[src/rtl/instr_decode_stage_pkg.sv]
// Shared CPU definitions for the decode stage: opcode and format types,
// the opcode-to-format map, and the decoded-entry record held in the buffer.
package instr_decode_stage_pkg;

    localparam int         INSTR_W  = 16;
    localparam int         REG_W    = 3;
    localparam logic [2:0] ZERO_REG = 3'd7;

    // Raw 4-bit opcode; codes 13..15 are reserved and decode as illegal.
    typedef logic [3:0] instrOpcode;

    localparam instrOpcode OP_ADD  = 4'h0;
    localparam instrOpcode OP_SUB  = 4'h1;
    localparam instrOpcode OP_AND  = 4'h2;
    localparam instrOpcode OP_ORR  = 4'h3;
    localparam instrOpcode OP_ADDI = 4'h4;
    localparam instrOpcode OP_SUBI = 4'h5;
    localparam instrOpcode OP_ANDI = 4'h6;
    localparam instrOpcode OP_ORRI = 4'h7;
    localparam instrOpcode OP_LDUR = 4'h8;
    localparam instrOpcode OP_STUR = 4'h9;
    localparam instrOpcode OP_CBZ  = 4'hA;
    localparam instrOpcode OP_CBNZ = 4'hB;
    localparam instrOpcode OP_B    = 4'hC;

    // FMT_R is encoded as zero so a cleared entry reads as format R.
    typedef enum logic [2:0] {
        FMT_R  = 3'd0,
        FMT_I  = 3'd1,
        FMT_D  = 3'd2,
        FMT_CB = 3'd3,
        FMT_B  = 3'd4
    } instrFormat;

    typedef struct packed {
        logic       mapped;
        instrFormat fmt;
    } fmt_map_t;

    // One fully decoded instruction, as stored in each buffer entry.
    typedef struct packed {
        instrOpcode          op;
        instrFormat          fmt;
        logic [REG_W-1:0]    rd;
        logic [REG_W-1:0]    rs1;
        logic [REG_W-1:0]    rs2;
        logic [INSTR_W-1:0]  imm;
        logic [INSTR_W-1:0]  pc;
        logic [INSTR_W-1:0]  target;
        logic                we;
        logic                illegal;
    } decoded_t;

    // Buffer occupancy; EMPTY is zero so reset and flush share an encoding.
    typedef enum logic [1:0] {
        OCC_EMPTY = 2'd0,
        OCC_ONE   = 2'd1,
        OCC_FULL  = 2'd2
    } occ_state_t;

    // Opcode-to-format map; unmapped opcodes report FMT_R with mapped=0.
    function automatic fmt_map_t op_to_fmt(input instrOpcode op);
        fmt_map_t m;
        m.mapped = 1'b1;
        m.fmt    = FMT_R;
        case (op)
            OP_ADD, OP_SUB, OP_AND, OP_ORR:     m.fmt = FMT_R;
            OP_ADDI, OP_SUBI, OP_ANDI, OP_ORRI: m.fmt = FMT_I;
            OP_LDUR, OP_STUR:                   m.fmt = FMT_D;
            OP_CBZ, OP_CBNZ:                    m.fmt = FMT_CB;
            OP_B:                               m.fmt = FMT_B;
            default: begin
                m.mapped = 1'b0;
                m.fmt    = FMT_R;
            end
        endcase
        return m;
    endfunction

    // Load-class D instructions are the only D format that writes a register.
    function automatic logic is_load(input instrOpcode op);
        return (op == OP_LDUR);
    endfunction

    // Branch target: pc plus the halfword offset, wrapping at 16 bits.
    function automatic logic [INSTR_W-1:0] branch_target(
        input logic [INSTR_W-1:0] pc,
        input logic [INSTR_W-1:0] imm
    );
        return pc + {imm[INSTR_W-2:0], 1'b0};
    endfunction

endpackage

[src/rtl/instr_decode_stage_field_decode.sv]
// Purely combinational field decoder: raw instruction + pc -> decoded entry.
module instr_field_decode
    import instr_decode_stage_pkg::*;
(
    input  logic [INSTR_W-1:0] instr,
    input  logic [INSTR_W-1:0] pc,
    output decoded_t           dec
);

    instrOpcode op_s;
    fmt_map_t   fmt_map_s;
    logic       r_pad_ok_s;

    assign op_s       = instr[15:12];
    assign fmt_map_s  = op_to_fmt(op_s);
    assign r_pad_ok_s = (instr[11:9] == 3'b000);

    // Split fields by format, sign-extend the immediate and derive write enable.
    always_comb begin
        dec         = '0;
        dec.op      = op_s;
        dec.pc      = pc;
        dec.fmt     = fmt_map_s.fmt;
        if (!fmt_map_s.mapped) begin
            // Reserved opcode: no fields are trusted, nothing is written.
            dec.fmt     = FMT_R;
            dec.illegal = 1'b1;
            dec.we      = 1'b0;
        end else begin
            case (fmt_map_s.fmt)
                FMT_R: begin
                    dec.rd      = instr[8:6];
                    dec.rs2     = instr[5:3];
                    dec.rs1     = instr[2:0];
                    dec.illegal = !r_pad_ok_s;
                    dec.we      = r_pad_ok_s && (instr[8:6] != ZERO_REG);
                end
                FMT_I: begin
                    dec.imm     = {{10{instr[11]}}, instr[11:6]};
                    dec.rd      = instr[5:3];
                    dec.rs1     = instr[2:0];
                    dec.we      = (instr[5:3] != ZERO_REG);
                end
                FMT_D: begin
                    // rt lands in rd, rn in rs1; only loads write rt back.
                    dec.imm     = {{10{instr[11]}}, instr[11:6]};
                    dec.rd      = instr[5:3];
                    dec.rs1     = instr[2:0];
                    dec.we      = is_load(op_s) && (instr[5:3] != ZERO_REG);
                end
                FMT_CB: begin
                    dec.imm     = {{7{instr[11]}}, instr[11:3]};
                    dec.rs1     = instr[2:0];
                    dec.target  = branch_target(pc, {{7{instr[11]}}, instr[11:3]});
                    dec.we      = 1'b0;
                end
                FMT_B: begin
                    dec.imm     = {{4{instr[11]}}, instr[11:0]};
                    dec.target  = branch_target(pc, {{4{instr[11]}}, instr[11:0]});
                    dec.we      = 1'b0;
                end
                default: begin
                    dec.fmt     = FMT_R;
                    dec.illegal = 1'b1;
                    dec.we      = 1'b0;
                end
            endcase
        end
    end

endmodule

[src/rtl/instr_decode_stage.sv]
// Decode stage: decodes at the input, then holds up to two decoded entries
// in a skid buffer (head drives out_*, skid catches the one in flight).
module instr_decode_stage
    import instr_decode_stage_pkg::*;
(
    input  logic                clk,
    input  logic                reset,
    input  logic                in_valid,
    output logic                in_ready,
    input  logic [INSTR_W-1:0]  in_instr,
    input  logic [INSTR_W-1:0]  in_pc,
    input  logic                flush,
    output logic                out_valid,
    input  logic                out_ready,
    output instrOpcode          out_op,
    output instrFormat          out_fmt,
    output logic [REG_W-1:0]    out_rd,
    output logic [REG_W-1:0]    out_rs1,
    output logic [REG_W-1:0]    out_rs2,
    output logic [INSTR_W-1:0]  out_imm,
    output logic [INSTR_W-1:0]  out_pc,
    output logic [INSTR_W-1:0]  out_target,
    output logic                out_we,
    output logic                out_illegal
);

    decoded_t   dec_s;
    logic       accept_s;
    logic       drain_s;

    occ_state_t state_q, state_d;
    decoded_t   head_q, head_d;
    decoded_t   skid_q, skid_d;
    logic       out_valid_q, out_valid_d;
    logic       in_ready_q, in_ready_d;

    instr_field_decode u_field_decode (
        .instr (in_instr),
        .pc    (in_pc),
        .dec   (dec_s)
    );

    assign accept_s = in_valid && in_ready_q;
    assign drain_s  = out_valid_q && out_ready;

    // Occupancy next-state and entry movement; flush overrides every transfer.
    always_comb begin
        state_d = state_q;
        head_d  = head_q;
        skid_d  = skid_q;
        if (flush) begin
            state_d = OCC_EMPTY;
        end else begin
            case (state_q)
                OCC_EMPTY: begin
                    if (accept_s) begin
                        head_d  = dec_s;
                        state_d = OCC_ONE;
                    end else begin
                        state_d = OCC_EMPTY;
                    end
                end
                OCC_ONE: begin
                    if (accept_s && drain_s) begin
                        head_d  = dec_s;
                        state_d = OCC_ONE;
                    end else if (accept_s) begin
                        skid_d  = dec_s;
                        state_d = OCC_FULL;
                    end else if (drain_s) begin
                        state_d = OCC_EMPTY;
                    end else begin
                        state_d = OCC_ONE;
                    end
                end
                OCC_FULL: begin
                    // in_ready is low here, so only a drain can happen.
                    if (drain_s) begin
                        head_d  = skid_q;
                        state_d = OCC_ONE;
                    end else begin
                        state_d = OCC_FULL;
                    end
                end
                default: begin
                    state_d = OCC_EMPTY;
                end
            endcase
        end
        out_valid_d = (state_d != OCC_EMPTY);
        in_ready_d  = (state_d != OCC_FULL);
    end

    // State and entry registers with synchronous active-low reset.
    always_ff @(posedge clk) begin
        if (!reset) begin
            state_q     <= OCC_EMPTY;
            head_q      <= '0;
            skid_q      <= '0;
            out_valid_q <= 1'b0;
            in_ready_q  <= 1'b0;
        end else begin
            state_q     <= state_d;
            head_q      <= head_d;
            skid_q      <= skid_d;
            out_valid_q <= out_valid_d;
            in_ready_q  <= in_ready_d;
        end
    end

    assign in_ready    = in_ready_q;
    assign out_valid   = out_valid_q;
    assign out_op      = head_q.op;
    assign out_fmt     = head_q.fmt;
    assign out_rd      = head_q.rd;
    assign out_rs1     = head_q.rs1;
    assign out_rs2     = head_q.rs2;
    assign out_imm     = head_q.imm;
    assign out_pc      = head_q.pc;
    assign out_target  = head_q.target;
    assign out_we      = head_q.we;
    assign out_illegal = head_q.illegal;

endmodule
[config.mk]
export PLATFORM = sky130hd
export DESIGN_NAME = instr_decode_stage
export DESIGN_NICKNAME = d
export VERILOG_FILES = /design/src/rtl/instr_decode_stage_pkg.sv /design/src/rtl/instr_decode_stage_field_decode.sv /design/src/rtl/instr_decode_stage.sv
export SDC_FILE = /design/constraint.sdc
export NUM_CORES = 1
export LEC_CHECK = 0
export CAP_MARGIN = 20
export CORE_MARGIN = 5
export CORE_UTILIZATION = 25
export DETAILED_ROUTE_END_ITERATION = 6
export GPL_ROUTABILITY_DRIVEN = 0
export HOLD_SLACK_MARGIN = 0.02
export PLACE_DENSITY = 0.44
export SLEW_MARGIN = 20
export SYNTH_ARGS = -nofsm -noshare
export SYNTH_HDL_FRONTEND = slang
export SYNTH_HIERARCHICAL = 1
export SYNTH_SLANG_ARGS = --single-unit
[constraint.sdc]
create_clock -name clk -period 7.3 [get_ports clk]
set_input_delay 0.73 -clock clk [delete_from_list [all_inputs] [get_ports clk]]
set_output_delay 0.73 -clock clk [all_outputs]
set_load 0.005 [all_outputs]
==> impl_metrics.yaml <==
drt:
  drtIter0Drc: 461
  dr_total_vias: 6426
  drc: 0
  antenna_left: 0
  wl_per_cell_um: 16.9
  routed_wirelength_um: 22200
  vias_per_cell: 4.91
  first_pass_iters: 5
sta:
  setup-tns-final_ns: 0
  period_share_pct: 65.0
  max_freq_ghz: 0.211
  hold_violations: 0
  slew-limit-headroom_pct: 36.0
  worst_pin_slew_ns: 0.960
  slew_viol_final: 0
  rsz0062_at_grt: "false"
  setup_viol: 0
  clock-skew-final_ns: 0.00873
  fin_crit_ns: 4.75
worst_setup_path:
  start_kind: "input port"
  path_cells: "clkdlybuf4s50_1 -> ha_1 -> or3b_1 -> nor2_2 -> mux2_2 -> ha_1 -> inv_1 -> fa_1 -> nor2b_1 -> o2111ai_1 -> a21boi_0 -> nor3_1 -> nor3_1 -> nand2_1 -> a311oi_1"
  cp_data_required_time_ns: 7.63
  path_max_fanout: 23
  worstPathArrival_ns: 5.08
  critPathMaxStageDelay_ns: 0.67
  r2r_start: "state_q[1]"
  crit_start: "in_instr[14]"
  end_kind: "flip-flop"
  crit_slowest_cell: "nor2_2"
  path_class: "in -> reg"
synth:
  synth_warnings: 6
  synth_nets: 977
  async_reset_ff_share_pct: 0
  synth_cell_type_count: 57
  synth_edf_count: 0
  syn-cell-area_mm2: 0.00685
  ys_ff_latch: 136
  ys.flop_type: "dfxtp_1"
  syn_inst: 917
  ys_seq_area_share_pct: 39.7
  postSynthAreaPerCell_um2: 7.47
finish:
  nFillCells: 2880
  utilization_pct: 31.5
  mostFrequentLayoutCells: "291 x nand2_1, 136 x dfxtp_1, 104 x clkdlybuf4s50_1"
  syn_to_final_growth_pct: 23.8
  drive_gt1_share_pct: 5.48
  seq_area_mm2: 0.00272
  nets: 1015
  multi_input_area_mm2: 0.00362
  antenna-diode-count: 0
  mostFrequentLayoutCell: "nand2_1"
flow_run:
  max_cap_viol_count: 0
clock_tree:
  postCtsResizedCells: 0
  clkSinkCount: 136
  path_clk_slew_ns: 0.07
  postCtsSetupBuffers: 0
  clock_latency_ns: 0.42
  cts_hold_buffers: 0
  cts_buffer_depth: 2
  cts_tree: "done"
  numCtsBuffers: 17
  h-tree-depth: 4
  clock_tree.root_cell: "clkbuf_16"
power_and_ir_drop:
  p_switching_mw: 0.554
  power_density_mw_per_mm2: 222
  p_int_mw: 1.33
  switching_share_pct: 29.4
  pwr-share-clk_pct: 45.5
  combPwrFrac_pct: 13.3
  peakVddDrop_uv: 98.1
  p_leak_nw: 2.82
  power_frac_seq_pct: 41.2
global_route:
  grt.overflow.total: 0
  grt_pass1_wl_um: 35300
  antenna_found_initial: 0
  grt.total_usage_pct: 14.3
  grt_pass1_vias: 6200
  grt_max_degree: 71
die:
  boundaryPins: 105
  die_w_um: 176
  start_util_pct: 25.4
  rows: 60
  die_area_mm2: 0.0308
  core_mm2: 0.0270
  die_h_um: 176
place:
  port_buffers: 104
  hpwl_um: 14300
hold_path:
  hold_class: "reg -> reg"
  hp-start: "skid_q[17]"
status:
  outcome: "completed"
-- logic make-up after synthesis --
| kind of cell | synth area share, % |
|---|---|
| compound gates | 20.7 |
| xor+xnor | 0.639 |
| fa+ha+maj | 4.31 |
| buf+inv | 7.89 |
| flops | 39.7 |
| mux | 0.821 |
| simple gates | 25.9 |
-- synthesized netlist by cell type (3+ instances only) --
cell	instances	area, µm²
nand2_1	291	1090
dfxtp_1	136	2720
a21oi_1	86	430
nor2_1	85	319
a311oi_1	66	578
clkbuf_1	39	146
buf_4	26	195
ha_1	22	275
buf_2	18	90.1
inv_1	13	48.8
nand3_1	10	50.1
o21ai_0	10	50.1
and3_1	8	50.1
nor3_1	7	35.0
a31oi_1	6	37.5
buf_1	6	22.5
a21o_1	5	37.5
a222oi_1	5	50.1
and2_1	5	31.3
nand2b_1	5	31.3
nand4_1	5	31.3
nor2b_1	5	31.3
mux2_2	4	45.0
xnor2_1	4	35.0
a22oi_1	3	22.5
buf_6	3	33.8
o21a_1	3	22.5
-- worst paths after layout --
path | slack, ns | depth (start not counted) | to
setup / recovery | 2.55 | 15 | out_target[11]
hold / removal | 0.45 | 2 | skid_q[17]
setup reg to reg | 5.08 | 5 | in_ready
hold reg to reg | 0.45 | 2 | skid_q[17]
-- power by group through the flow --
stage / clock network [mW] / logic, mW / registers, mW
final: 0.857 / 0.251 / 0.777
after global routing: 0.919 / 0.279 / 0.780
after CTS: 0.881 / 0.253 / 0.778
after detailed placement: 0 / 0.252 / 0.795
after global placement: 0 / 0.252 / 0.795
after floorplan: 0 / 0.150 / 0.793
-- state kept, by name, indices dropped and copies added, names as in the netlist --
register     cells
out_pc          16
out_fmt          3
out_imm         16
out_rd           3
out_rs1          3
out_valid        1
out_target      16
in_ready         1
out_rs2          3
out_we           1
state_q          2
out_op           4
skid_q          66
out_illegal      1
-- worst max-delay path: cells and delay by family --
kind | cells | cell delay [ns]
adders and majority gates | 3 | 0.78
AOI/OAI and AO/OA | 3 | 0.86
muxes | 1 | 0.29
and+or+nand+nor | 6 | 1.74
buffers and inverters | 2 | 0.68
-- final cells by class --
| type | instances | area share [%] |
|---|---|---|
| clock buffers | 17 | 5.01 |
| flip-flops and latches | 136 | 32.1 |
| repair buffers | 111 | 12.9 |
| well taps | 341 | 5.03 |
| clock inverters | 15 | 1.75 |
| multi-input cells | 675 | 42.6 |
| inverters | 14 | 0.649 |
-- routing by layer --
layer,track usage (%),routed length (µm)
met3,3.31,1010
met5,0,0
met4,3.35,212
met2,21.2,9590
met1,21.0,11400
-- stage by stage --
step | setup slack (ns) | total power [mW] | instances | hold slack [ns] | cell area [µm²]
final | 2.55 | 1.88 | 1309 | 0.454 | 8490
after global routing | 2.22 | 1.98 | 1309 | 0.468 | 8490
after CTS | 2.59 | 1.91 | 1309 | 0.456 | 8490
after detailed placement | 2.15 | 1.05 | 1277 | 0.447 | 7910
after global placement | 2.21 | 1.05 | 1277 | 0.443 | 7910
after floorplan | 3.60 | 0.943 | 917 | 0.437 | 6850
(Power assumes the default switching activity.)
